$ cat src/rtl/ea4163_pkg.sv
// Shared definitions for the EA4163 A16/D16 register window: FSM encoding,
// accepted address modifiers and the window base.
package ea4163_pkg;

  localparam logic [2:0] ST_IDLE   = 3'd0;
  localparam logic [2:0] ST_DECODE = 3'd1;
  localparam logic [2:0] ST_ACCESS = 3'd2;
  localparam logic [2:0] ST_ACK    = 3'd3;
  localparam logic [2:0] ST_NEGATE = 3'd4;
  localparam logic [2:0] ST_ERROR  = 3'd5;
  localparam logic [2:0] ST_IGNORE = 3'd6;

  localparam logic [5:0] AM_A16_NP  = 6'h29;
  localparam logic [5:0] AM_A16_SUP = 6'h2D;
  localparam logic [7:0] WIN_BASE   = 8'h7C;

  // Counter wide enough for the largest DTACK delay / negation length (15).
  localparam int CNT_W = 4;

  function automatic logic am_is_a16(input logic [5:0] am);
    return (am == AM_A16_NP) || (am == AM_A16_SUP);
  endfunction

endpackage

$ cat src/rtl/vme_sync.sv
// N-bit multi-stage synchroniser for asynchronous VME control lines.
// Resets to RST_VAL so the active-low strobes come up deasserted.
module vme_sync #(
  parameter int           N       = 4,
  parameter int           STAGES  = 2,
  parameter logic [N-1:0] RST_VAL = {N{1'b1}}
) (
  input  logic         clk_i,
  input  logic         rst_i,
  input  logic [N-1:0] d_i,
  output logic [N-1:0] q_o
);

  logic [N-1:0] stage_q [STAGES];

  // Shift chain; stage 0 is the only flop that sees the asynchronous input.
  always_ff @(posedge clk_i or posedge rst_i) begin
    if (rst_i) begin
      for (int i = 0; i < STAGES; i++) begin
        stage_q[i] <= RST_VAL;
      end
    end else begin
      stage_q[0] <= d_i;
      for (int i = 1; i < STAGES; i++) begin
        stage_q[i] <= stage_q[i-1];
      end
    end
  end

  assign q_o = stage_q[STAGES-1];

endmodule

$ cat src/rtl/vme_cycle_ctrl.sv
// VME slave data-transfer handshake for the EA4163 A16/D16 register window:
// sequences the cycle, pulses register-file strobes, drives DTACK/BERR and buffer enables.
import ea4163_pkg::*;

module vme_cycle_ctrl #(
  parameter int SYNC_STAGES = 2,
  parameter int DTACK_DLY   = 3,
  parameter int NEG_CYCLES  = 1
) (
  input  logic       I_CLK_32M,
  input  logic       I_VME_SYSRESET,
  input  logic       I_VME_AS,
  input  logic       I_VME_DS0,
  input  logic       I_VME_DS1,
  input  logic       I_VME_WR,
  input  logic [5:0] I_VME_AM,
  input  logic       I_SPACE_HIT,
  input  logic       I_REG_EXIST,
  output logic       O_VME_DTACK_D,
  output logic       O_VME_DTACK_EN,
  output logic       O_VME_BERR,
  output logic       O_RD_STB,
  output logic       O_WR_STB,
  output logic       O_RD_BUF_EN,
  output logic       O_WR_BUF_EN,
  output logic       O_BUSY
);

  localparam logic [CNT_W-1:0] DLY_LAST = CNT_W'(DTACK_DLY - 1);
  localparam logic [CNT_W-1:0] NEG_LAST = CNT_W'(NEG_CYCLES - 1);

  logic [3:0]       sync_s;
  logic             as_s, ds0_s, ds1_s, wr_s;
  logic             strobe_s, released_s, ds_low_s, am_ok_s;
  logic             entry_s, data_phase_s;

  logic [2:0]       state_q, state_d;
  logic [CNT_W-1:0] cnt_q, cnt_d;
  logic             rd_cyc_q, rd_cyc_d;
  logic             dtack_lvl_q, dtack_lvl_d;
  logic             dtack_en_q, dtack_en_d;
  logic             berr_q, berr_d;
  logic             rd_stb_q, rd_stb_d;
  logic             wr_stb_q, wr_stb_d;
  logic             rd_buf_q, rd_buf_d;
  logic             wr_buf_q, wr_buf_d;
  logic             busy_q, busy_d;

  vme_sync #(
    .N       (4),
    .STAGES  (SYNC_STAGES),
    .RST_VAL (4'b1111)
  ) u_sync (
    .clk_i (I_CLK_32M),
    .rst_i (I_VME_SYSRESET),
    .d_i   ({I_VME_WR, I_VME_DS1, I_VME_DS0, I_VME_AS}),
    .q_o   (sync_s)
  );

  assign {wr_s, ds1_s, ds0_s, as_s} = sync_s;
  assign strobe_s   = ~as_s & ~ds0_s & ~ds1_s;
  assign released_s = ds0_s & ds1_s;
  // Once decoded, only the data strobes keep the cycle alive; AS may rise early.
  assign ds_low_s   = ~ds0_s & ~ds1_s;
  assign am_ok_s    = am_is_a16(I_VME_AM);

  // Cycle sequencing, delay/negation counter and WRITE-line capture.
  always_comb begin
    state_d  = state_q;
    cnt_d    = cnt_q;
    rd_cyc_d = rd_cyc_q;
    case (state_q)
      ST_IDLE: begin
        if (strobe_s) begin
          state_d  = ST_DECODE;
          rd_cyc_d = wr_s;
        end else begin
          state_d = ST_IDLE;
        end
      end
      ST_DECODE: begin
        if (!strobe_s) begin
          state_d = ST_IDLE;
        end else if (am_ok_s && I_SPACE_HIT && I_REG_EXIST) begin
          state_d = ST_ACCESS;
          cnt_d   = {CNT_W{1'b0}};
        end else if (am_ok_s && I_SPACE_HIT) begin
          state_d = ST_ERROR;
        end else begin
          state_d = ST_IGNORE;
        end
      end
      ST_ACCESS: begin
        if (!ds_low_s) begin
          state_d = ST_IDLE;
        end else if (cnt_q == DLY_LAST) begin
          state_d = ST_ACK;
        end else begin
          cnt_d = cnt_q + CNT_W'(1'b1);
        end
      end
      ST_ACK: begin
        if (released_s) begin
          state_d = ST_NEGATE;
          cnt_d   = {CNT_W{1'b0}};
        end else begin
          state_d = ST_ACK;
        end
      end
      ST_NEGATE: begin
        if (cnt_q == NEG_LAST) begin
          state_d = ST_IDLE;
        end else begin
          cnt_d = cnt_q + CNT_W'(1'b1);
        end
      end
      ST_ERROR, ST_IGNORE: begin
        if (released_s) begin
          state_d = ST_IDLE;
        end else begin
          state_d = state_q;
        end
      end
      default: begin
        state_d = ST_IDLE;
      end
    endcase
  end

  // Output values for the coming clock, derived from the next state so the pins are flops.
  always_comb begin
    entry_s      = (state_d == ST_ACCESS) && (state_q != ST_ACCESS);
    data_phase_s = (state_d == ST_ACCESS) || (state_d == ST_ACK);
    rd_stb_d     = entry_s & rd_cyc_q;
    wr_stb_d     = entry_s & ~rd_cyc_q;
    rd_buf_d     = data_phase_s & rd_cyc_q;
    wr_buf_d     = data_phase_s & ~rd_cyc_q;
    dtack_en_d   = (state_d == ST_ACK) || (state_d == ST_NEGATE);
    dtack_lvl_d  = (state_d != ST_ACK);
    berr_d       = (state_d == ST_ERROR);
    busy_d       = (state_d != ST_IDLE);
  end

  // State and output registers; reset releases DTACK/BERR immediately.
  always_ff @(posedge I_CLK_32M or posedge I_VME_SYSRESET) begin
    if (I_VME_SYSRESET) begin
      state_q     <= ST_IDLE;
      cnt_q       <= {CNT_W{1'b0}};
      rd_cyc_q    <= 1'b1;
      dtack_lvl_q <= 1'b1;
      dtack_en_q  <= 1'b0;
      berr_q      <= 1'b0;
      rd_stb_q    <= 1'b0;
      wr_stb_q    <= 1'b0;
      rd_buf_q    <= 1'b0;
      wr_buf_q    <= 1'b0;
      busy_q      <= 1'b0;
    end else begin
      state_q     <= state_d;
      cnt_q       <= cnt_d;
      rd_cyc_q    <= rd_cyc_d;
      dtack_lvl_q <= dtack_lvl_d;
      dtack_en_q  <= dtack_en_d;
      berr_q      <= berr_d;
      rd_stb_q    <= rd_stb_d;
      wr_stb_q    <= wr_stb_d;
      rd_buf_q    <= rd_buf_d;
      wr_buf_q    <= wr_buf_d;
      busy_q      <= busy_d;
    end
  end

  assign O_VME_DTACK_D  = dtack_lvl_q;
  assign O_VME_DTACK_EN = dtack_en_q;
  assign O_VME_BERR     = berr_q;
  assign O_RD_STB       = rd_stb_q;
  assign O_WR_STB       = wr_stb_q;
  assign O_RD_BUF_EN    = rd_buf_q;
  assign O_WR_BUF_EN    = wr_buf_q;
  assign O_BUSY         = busy_q;

endmodule

$ cat config.mk
export PLATFORM = sky130hd
export DESIGN_NAME = vme_cycle_ctrl
export DESIGN_NICKNAME = d
export VERILOG_FILES = /design/src/rtl/ea4163_pkg.sv /design/src/rtl/vme_sync.sv /design/src/rtl/vme_cycle_ctrl.sv
export SDC_FILE = /design/constraint.sdc
export NUM_CORES = 1
export LEC_CHECK = 0
export ABC_CLOCK_PERIOD_IN_PS = 2200
export BUFFER_PORTS_ARGS = -buffer_cell sky130_fd_sc_hd__clkbuf_2
export CORE_ASPECT_RATIO = 1.5
export CORE_MARGIN = 4
export CORE_UTILIZATION = 50
export CTS_BUF_LIST = sky130_fd_sc_hd__clkbuf_8
export DETAILED_ROUTE_END_ITERATION = 8
export HOLD_SLACK_MARGIN = 0.12
export PLACE_DENSITY = 0.87
export SKIP_LAST_GASP = 1
export SLEW_MARGIN = 10
export SYNTH_ARGS = -nofsm -noshare
export SYNTH_HDL_FRONTEND = slang
export SYNTH_SLANG_ARGS = --single-unit
$ cat constraint.sdc
create_clock -name I_CLK_32M -period 2.2 [get_ports I_CLK_32M]
set_clock_uncertainty 0.15 [all_clocks]
set_input_delay 0.22 -clock I_CLK_32M [delete_from_list [all_inputs] [get_ports I_CLK_32M]]
set_output_delay 0.22 -clock I_CLK_32M [all_outputs]
set_load 0.02 [all_outputs]
==> qor.yml, run 1 <==
status: "completed"
max_freq_ghz: 0.4685
num_vias: 904
path_clk_slew_ns: 0.08
drt-vias-per-instance: 5.650
regArea_sq_um: 613.1
p_int_uw: 756.2
syn_avg_cell_area_sq_um: 11.05
clockPowerShare_pct: 39.7
placed_cell_area_sq_um: 1321
cts-root-buf: "clkbuf_8"
arrival_ns: 2.13
synth-main-ff-cell: "dfrtp_1"
cts_tree: "built"
rows: 21
final_cell_mix: "20 x clkbuf_2, 14 x dfrtp_1, 10 x dfstp_2"
drc: 0
utilization_pct: 64.40
ys_seq_elements: 24
layout_min_cycle_time_ns: 2.134
final_cells: 160
critPathCaptureType: "register"
die-height_microns: 67.56
hp-class: "reg -> reg"
h-tree-depth: 1
final-setup-viol-count: 0
routed_wl_mm: 2.183
final_common_cell: "clkbuf_2"
syn-cell-area_sq_um: 1182
multi_input_area_sq_um: 513.0
core_area_sq_um: 2260
yosysSeqAreaShare_pct: 51.85
slew_headroom_pct: 44.82
hold_violations: 0
portBuffers: 20
slew_viol_final: 0
grt_max_degree: 25
power_density_nw_per_um2: 650.8
setup_tns_ns: 0
crit_type: "reg -> reg"
dp_cells: 150
dp_hpwl_mm: 1.626
ant_nets: 0
period_share_pct: 97.02
first_pass_iters: 4
overflow: 0
grt_pass1_vias: 884
globalplace.congestion: 0.8529
die_x_microns: 47.71
switching_power_uw: 190.8
p_seq_share_pct: 50.6
crit_fanout: 4
rsz0062_at_grt: "yes"
crit_required_ns: 2.20
holdWs_ns: 0.2091
start_util_pct: 52.33
finalInstanceArea_sq_um: 1455
first_iter_violations: 33
clkSinkCount: 24
insertion_delay_ns: 0.26
async_flop_share_pct: 100.0
antenna_found_initial: 0
area_delta_synth_final_pct: 23.07
peakVddDrop_v: 0.0004920
combPwrFrac_pct: 9.7
p_sw_share_pct: 20.15
wl_per_cell_microns: 13.64
synth_edf_count: 0
grt_pass1_wl_mm: 3.712
drive_above_1_share_pct: 34.31
grtUsageTotal_pct: 15.72
ios: 22
syn_inst: 107
syn-num-nets: 124
p_leak_uw: 0.0006830
dieArea_sq_um: 3223
ys_types: 41
clockBufferDepth: 2
ys_warn_count: 0
drv_cap: 0
diodes: 0
startpoint_type: "register"
nets: 155
cts_buffers: 3
n_fill_cell: 188
worstMarginPinSlew_ns: 0.8267
-- per-layer routing --
layer / vias to the layer above / GRT usage [%] / part of all wire (%)
met5: - / 0 / 0
met4: 0 / 5.051 / 0.73
met3: 2 / 1.600 / 4.0
met2: 23 / 28.97 / 57
met1: 432 / 17.83 / 38
li1: 447 / - / -
-- worst paths after layout --
| kind | startpoint | end | slack (ns) | depth (start not counted) |
|---|---|---|---|---|
| max reg2reg | cnt_q[0]$_DFFE_PP0P_ | cnt_q[3]$_DFFE_PP0P_ | 0.07 | 6 |
| max in group asynchronous | I_VME_SYSRESET | cnt_q[2]$_DFFE_PP0P_ | 0.89 | 3 |
| max | cnt_q[0]$_DFFE_PP0P_ | cnt_q[3]$_DFFE_PP0P_ | 0.07 | 6 |
| min | u_sync.stage_q[4]$_DFF_PP1_ | u_sync.q_o[0]$_DFF_PP1_ | 0.21 | 0 |
| min in group asynchronous | I_VME_SYSRESET | O_VME_BERR$_DFF_PP0_ | 0.50 | 3 |
| min reg2reg | u_sync.stage_q[4]$_DFF_PP1_ | u_sync.q_o[0]$_DFF_PP1_ | 0.21 | 0 |
-- flip-flops by register name (all words and copies together), names as in the netlist --
name / cells
O_BUSY: 1
O_RD_BUF_EN: 1
O_RD_STB: 1
O_VME_BERR: 1
O_VME_DTACK_D: 1
O_VME_DTACK_EN: 1
O_WR_BUF_EN: 1
O_WR_STB: 1
cnt_q: 4
rd_cyc_q: 1
state_q: 3
u_sync.q_o: 4
u_sync.stage_q: 4
-- power groups by stage --
stage	logic [uW]	registers, uW	clock network, uW
floorplan	56.0	486	0
global placement	79.3	486	0
detailed placement	82.4	487	0
CTS	89.7	480	383
global route	103	482	408
finish	91.5	480	376
-- per-stage QoR --
| step | power (uW) | worst slack, ns |
|---|---|---|
| floorplan | 542.2 | 0.01666 |
| global placement | 565.7 | 0.03040 |
| detailed placement | 569.8 | -0.02330 |
| CTS | 952.5 | 0.04607 |
| global route | 993.3 | -0.05084 |
| finish | 947.0 | 0.06557 |
-- timing repair --
| action | 4_1_cts | 5_1_grt |
|---|---|---|
| endpoints found under the hold margin | 18 | 0 |
| endpoints found under the setup margin | 3 | 5 |
| gates resized for setup | 0 | 1 |
| pin swaps | 1 | 1 |
| hold buffers | 5 | 0 |
| setup buffers | 0 | 1 |
| gates cloned | 0 | 0 |
-- kinds of logic (layout without fill, tap and decap cells) --
group / count (synthesis) / count (layout) / synth area share [%]
AND/OR/NAND/NOR: 41 / 41 / 21.16
buffers and inverters: 13 / 43 / 5.184
adder cells (fa/ha/maj): 3 / 3 / 3.175
XOR/XNOR: 1 / 1 / 0.7409
multiplexers: 2 / 2 / 1.905
AO/OA/AOI/OAI: 23 / 23 / 15.98
flip-flops: 24 / 24 / 51.85
-- layout make-up --
type | instances | area share [%]
clock buffers | 3 | 2.837
clock inverters | 1 | 2.064
inverters | 7 | 1.806
multi-input cells | 70 | 35.25
flip-flops and latches | 24 | 42.13
well taps | 23 | 1.978
repair buffers | 32 | 13.93
-- worst max-delay path, cell delays in order (launching register included) --
cell and delay (ns):
dfrtp_1 0.35, inv_1 0.06, ha_1 0.19, nor3b_1 0.15, or4_4 0.42, a311o_1 0.34
a221o_1 0.36
-- synthesized netlist by cell type, types with 2 or more instances --
cell      count  area share, %
dfrtp_1      14             30
dfstp_2      10             22
nor2_1        9            2.9
inv_1         6            1.9
nor3b_1       6            3.8
buf_2         4            1.7
nand2_1       4            1.3
a221o_1       3            2.5
and2_1        3            1.6
ha_1          3            3.2
nand2b_1      3            1.6
nor3_1        3            1.3
o21bai_1      3            1.9
a31oi_1       2            1.1
mux2_1        2            1.9
nor4_1        2            1.1
o21a_1        2            1.3
o21ai_0       2           0.85
or3_1         2            1.1
or3b_1        2            1.5
or4_4         2            1.9
No activity file was read; power rests on OpenSTA's default activity.
==> run 2: changes to the inputs <==
- PLACE_DENSITY: 0.87 -> default
- PLACE_DENSITY_LB_ADDON: default -> 0.25
==> run 2 against run 1 <==
Compared with the run above:
- register-to-register slack about the same
- final cell count down 0.63%
- hold slack worse by 0.00058 ns
- worst setup slack worse by 0.014 ns
- critical path depth unchanged
- clock-buffer cell count unchanged
- cell area down 0.17%
- critical endpoint unchanged
- largest cell class unchanged
- largest power group unchanged
==> qor.yml, run 2 (synthesis results as in run 1) <==
status: "completed"  # unchanged
cp.depth: 6  # unchanged
hold_violations: 0  # unchanged
final-setup-viol-count: 0  # unchanged
start_util_pct: 52.33  # unchanged
holdWs_ns: 0.2085  # was 0.2091 ns
hold-path-cell-count: 0  # unchanged
routed_wl_mm: 2.397  # was 2.183 mm
grt_pass1_wl_mm: 4.174  # was 3.712 mm
reg2reg_slack_ns: 0.05  # was 0.07 ns
final_cell_mix: "20 x clkbuf_2, 14 x dfrtp_1, 10 x dfstp_2"  # unchanged
core_area_sq_um: 2260  # unchanged
area_delta_synth_final_pct: 22.86  # was 23.07%
cts_buffers: 3  # unchanged
r2r_start: "cnt_q[0]$_DFFE_PP0P_"  # unchanged
dp_hpwl_mm: 1.792  # was 1.626 mm
crit_required_ns: 2.20  # about the same
max_freq_ghz: 0.4654  # was 0.4685 GHz
drc: 0  # unchanged
r2r-end: "cnt_q[3]$_DFFE_PP0P_"  # unchanged
cts-root-buf: "clkbuf_8"  # unchanged
peakVddDrop_v: 0.0005536  # was 0.0004920 V
die_x_microns: 47.71  # unchanged
hp-class: "reg -> reg"  # unchanged
clkSinkCount: 24  # unchanged
path_clk_slew_ns: 0.08  # about the same
clockPowerShare_pct: 39.8  # was 39.7%
combPwrFrac_pct: 9.7  # about the same
drive_above_1_share_pct: 34.56  # was 34.31%
utilization_pct: 64.29  # was 64.40%
ios: 22  # unchanged
portBuffers: 20  # unchanged
p_sw_share_pct: 20.63  # was 20.15%
startpoint_type: "register"  # unchanged
drt-vias-per-instance: 5.698  # was 5.650
power_density_nw_per_um2: 655.5  # was 650.8 nW/um^2
first_pass_iters: 4  # unchanged
diodes: 0  # unchanged
whs_endpoint: "u_sync.q_o[1]$_DFF_PP1_"  # was u_sync.q_o[0]$_DFF_PP1_
slew_viol_final: 0  # unchanged
final_common_cell: "clkbuf_2"  # unchanged
crit_buf_inv: 1  # unchanged
overflow: 0  # unchanged
ff2ff_path_depth: 6  # unchanged
min_from: "u_sync.stage_q[5]$_DFF_PP1_"  # was u_sync.stage_q[4]$_DFF_PP1_
p_seq_share_pct: 50.6  # about the same
crit_path_cell_trace: "inv_1 -> ha_1 -> nor3b_1 -> or4_4 -> a311o_1 -> a221o_1"  # unchanged
die-height_microns: 67.56  # unchanged
p_int_uw: 755.7  # was 756.2 uW
grt_pass1_vias: 907  # was 884
switching_power_uw: 196.4  # was 190.8 uW
period_share_pct: 97.68  # was 97.02%
nets: 154  # was 155
arrival_ns: 2.15  # was 2.13 ns
slew_headroom_pct: 42.80  # was 44.82%
worstMarginPinSlew_ns: 0.8571  # was 0.8267 ns
grt_max_degree: 25  # unchanged
rows: 21  # unchanged
rsz0062_at_grt: "yes"  # unchanged
globalplace.congestion: 0.8405  # was 0.8529
critPathTopFamily: "compound AO/OA/AOI/OAI gates"  # unchanged
ant_nets: 0  # unchanged
grtUsageTotal_pct: 18.34  # was 15.72%
cts_tree: "built"  # unchanged
h-tree-depth: 1  # unchanged
clockBufferDepth: 2  # unchanged
first_iter_violations: 15  # was 33
antenna_found_initial: 0  # unchanged
drv_cap: 0  # unchanged
wl_per_cell_microns: 15.08  # was 13.64 microns
crit_path_top_delay_cell: "or4_4"  # unchanged
insertion_delay_ns: 0.26  # about the same
critPathCaptureType: "register"  # unchanged
num_vias: 906  # was 904
crit_type: "reg -> reg"  # unchanged
layout_min_cycle_time_ns: 2.149  # was 2.134 ns
crit_fanout: 4  # unchanged
cpPeakStageDelay_ns: 0.42  # about the same
dieArea_sq_um: 3223  # unchanged
p_leak_uw: 0.0006779  # was 0.0006830 uW
[run 2: worst max-delay path by stage]
stage | from | endpoint | slack, ns
floorplan | cnt_q[0]$_DFFE_PP0P_ | cnt_q[3]$_DFFE_PP0P_ | 0.02
finish | cnt_q[0]$_DFFE_PP0P_ | cnt_q[3]$_DFFE_PP0P_ | 0.05
global route | cnt_q[0]$_DFFE_PP0P_ | cnt_q[3]$_DFFE_PP0P_ | -0.02
global placement | cnt_q[0]$_DFFE_PP0P_ | cnt_q[2]$_DFFE_PP0P_ | 0.03
detailed placement | cnt_q[0]$_DFFE_PP0P_ | cnt_q[3]$_DFFE_PP0P_ | -0.03
CTS | cnt_q[0]$_DFFE_PP0P_ | cnt_q[3]$_DFFE_PP0P_ | 0.05
[run 2: worst reg2reg max path, delay by kind of cell, from the launching register on]
| family | cells | cell delay [ns] |
|---|---|---|
| flops | 1 | 0.35 |
| compound gates | 2 | 0.71 |
| simple gates | 2 | 0.57 |
| fa+ha+maj | 1 | 0.19 |
| buf+inv | 1 | 0.06 |
[run 2: cell type report]
type / instances / area [sq um]
fillers: 181 / 807.0
flip-flops and latches: 24 / 613.1
multi-input cells: 70 / 518.0
repair buffers: 31 / 195.2
clock buffers: 3 / 41.29
clock inverters: 1 / 30.03
well taps: 23 / 28.78
inverters: 7 / 26.28
[run 2: stage by stage]
stage | TNS, ns | cell area [sq um] | total power, uW | setup slack, ns | cells
after floorplan | 0 | 1182 | 542.2 | 0.01666 | 107
after global placement | 0 | 1321 | 569.0 | 0.02844 | 150
after detailed placement | -0.04626 | 1321 | 572.9 | -0.03317 | 150
after CTS | 0 | 1443 | 957.1 | 0.04519 | 159
after global routing | -0.04463 | 1453 | 1000 | -0.02387 | 159
final | 0 | 1453 | 952.2 | 0.05109 | 159
[run 2: timing repair]
item,4_1_cts,5_1_grt
endpoints found under the setup margin,3,4
gates cloned,0,0
hold buffers,5,0
buffers inserted,0,0
endpoints found under the hold margin,18,0
resized for setup,0,2
pin swaps,1,0
[run 2: power by group through the flow]
| stage | clock (uW) | sequential (uW) | combinational, uW |
|---|---|---|---|
| after floorplan | 0 | 486 | 56.0 |
| after global placement | 0 | 487 | 81.7 |
| after detailed placement | 0 | 488 | 84.5 |
| after CTS | 384 | 481 | 92.1 |
| after global routing | 413 | 484 | 103 |
| final | 379 | 481 | 92.3 |
[run 2: per-layer routing]
layer  vias up  track usage, %  part of all wire, %
met1       443           20.41                   39
met2        15           32.45                   57
li1        446               -                    -
met3         2           3.733                  2.8
met5         -               0                    0
met4         0           7.071                  1.0
==> run 3: changes to the inputs <==
- CORE_MARGIN: 4 -> 2
==> run 3 against run 2 <==
Compared with the run above:
- total power rose by 0.79%
- first-iteration DRC count rose by 27%
- hold slack improved by 0.0014 ns
==> qor.yml, run 3 (synthesis results as in run 1) <==
status: "completed"  # unchanged
finalInstanceArea_sq_um: 1448  # was 1453 sq um
ios: 22  # unchanged
ff2ff_path_depth: 6  # unchanged
cts_tree: "built"  # unchanged
dieArea_sq_um: 2778  # was 3223 sq um
first_iter_violations: 19  # was 15
insertion_delay_ns: 0.27  # was 0.26 ns
first_pass_iters: 4  # unchanged
overflow: 0  # unchanged
clockBufferDepth: 2  # unchanged
antenna_found_initial: 0  # unchanged
slew_viol_final: 0  # unchanged
final_common_cell: "clkbuf_2"  # unchanged
critPathCaptureType: "register"  # unchanged
p_total_uw: 959.8  # was 952.2 uW
crit_required_ns: 2.21  # was 2.20 ns
nets: 154  # unchanged
post_cts_buffers: 0  # unchanged
peakVddDrop_v: 0.0005623  # was 0.0005536 V
drv_cap: 0  # unchanged
die_x_microns: 43.71  # was 47.71 microns
final-setup-viol-count: 0  # unchanged
placed_cell_area_sq_um: 1321  # unchanged
worstMarginPinSlew_ns: 0.8480  # was 0.8571 ns
hp-class: "reg -> reg"  # unchanged
h-tree-depth: 1  # unchanged
hold_violations: 0  # unchanged
crit_path_cell_trace: "inv_1 -> ha_1 -> nor3b_1 -> or4_4 -> a311o_1 -> a221o_1"  # unchanged
critPathTopFamily: "compound AO/OA/AOI/OAI gates"  # unchanged
hold-path-cell-count: 0  # unchanged
globalplace.congestion: 0.8099  # was 0.8405
period_share_pct: 98.33  # was 97.68%
p_leak_uw: 0.0006775  # was 0.0006779 uW
start_util_pct: 52.94  # was 52.33%
arrival_ns: 2.18  # was 2.15 ns
rsz0062_at_grt: "yes"  # unchanged
slew_headroom_pct: 43.41  # was 42.80%
path_clk_slew_ns: 0.08  # about the same
routed_wl_mm: 2.495  # was 2.397 mm
crit_path_top_delay_cell: "or4_4"  # unchanged
drive_above_1_share_pct: 33.82  # was 34.56%
cpPeakStageDelay_ns: 0.42  # about the same
layout_setup_ws_ns: 0.03667  # was 0.05109 ns
setup_tns_ns: 0  # unchanged
dp_hpwl_mm: 1.811  # was 1.792 mm
core_area_sq_um: 2233  # was 2260 sq um
cp.depth: 6  # unchanged
grt_pass1_wl_mm: 4.340  # was 4.174 mm
grt_pass1_vias: 966  # was 907
crit_fanout: 4  # unchanged
rows: 21  # unchanged
crit_type: "reg -> reg"  # unchanged
crit_buf_inv: 1  # unchanged
grtUsageTotal_pct: 20.99  # was 18.34%
drt-vias-per-instance: 5.975  # was 5.698
max_freq_ghz: 0.4622  # was 0.4654 GHz
ant_nets: 0  # unchanged
startpoint_type: "register"  # unchanged
n_fill_cell: 191  # was 181
final_cell_mix: "20 x clkbuf_2, 14 x dfrtp_1, 10 x dfstp_2"  # unchanged
wl_per_cell_microns: 15.69  # was 15.08 microns
area_delta_synth_final_pct: 22.43  # was 22.86%
layout_min_cycle_time_ns: 2.163  # was 2.149 ns
cts-root-buf: "clkbuf_8"  # unchanged
grt_max_degree: 25  # unchanged
die-height_microns: 63.56  # was 67.56 microns
post-place-ws_ns: -0.02191  # was -0.03317 ns
diodes: 0  # unchanged
power_density_nw_per_um2: 663.0  # was 655.5 nW/um^2
clkSinkCount: 24  # unchanged
cts_buffers: 3  # unchanged
portBuffers: 20  # unchanged
drc: 0  # unchanged
num_vias: 950  # was 906
==> run 3: cell counts in the layout (fill, tap and decap cells not counted) <==
Identical to the previous run, type by type.
==> run 3: area by class of cell <==
type                            count  area, sq um  share of cell area [%]
Sequential cell                    24        613.1                   42.35
Multi-Input combinational cell     70        513.0                   35.44
Timing Repair Buffer               31        195.2                   13.48
Inverter                            7        26.28                   1.815
Clock inverter                      1        30.03                   2.074
Clock buffer                        3        41.29                   2.852
Tap cell                           23        28.78                   1.988
==> run 3: repair_timing <==
| item | in CTS | in global routing |
|---|---|---|
| endpoints found under the hold margin | 18 | 0 |
| hold buffers | 5 | 0 |
| setup endpoints to repair | 3 | 3 |
| gates resized for setup | 0 | 1 |
| pin swaps | 1 | 1 |
==> run 3: final timing paths <==
path	from	slack, ns	to
max	cnt_q[0]$_DFFE_PP0P_	0.04	cnt_q[3]$_DFFE_PP0P_
min	u_sync.stage_q[5]$_DFF_PP1_	0.21	u_sync.q_o[1]$_DFF_PP1_
max reg2reg	cnt_q[0]$_DFFE_PP0P_	0.04	cnt_q[3]$_DFFE_PP0P_
min reg2reg	u_sync.stage_q[5]$_DFF_PP1_	0.21	u_sync.q_o[1]$_DFF_PP1_
max in group asynchronous	I_VME_SYSRESET	0.89	O_RD_BUF_EN$_DFF_PP0_
min in group asynchronous	I_VME_SYSRESET	0.49	cnt_q[1]$_DFFE_PP0P_
==> run 3: per-stage QoR <==
stage	utilization (%)	hold WS, ns	std cells
floorplan	-	0.07448	107
global placement	59.16	0.1582	150
detailed placement	59.16	0.1590	150
CTS	64.59	0.2109	159
global route	64.82	0.2129	159
finish	64.82	0.2098	159
==> run 3: worst register-to-register path: cells and delay by family, from the launching register on <==
kind            cells  cell delay (ns)
compound gates      2             0.72
fa+ha+maj           1             0.19
buf+inv             1             0.06
flops               1             0.36
simple gates        2             0.57
==> run 3: routing by layer <==
metal  global-route usage, %  share of wire [%]  up-vias
met5                       0                  0        -
met4                   12.50                4.6        0
met3                   3.725                3.8       11
met2                   35.29                 56       30
met1                   23.65                 35      466
li1                        -                  -      443
==> run 3: report_power, final <==
group	leakage (uW)	internal (uW)	total, uW	switching, uW
clock	0.0000357	244	388	145
combinational	0.000343	44.1	90.7	46.6
sequential	0.000299	468	481	12.9
total	0.000678	756	960	204
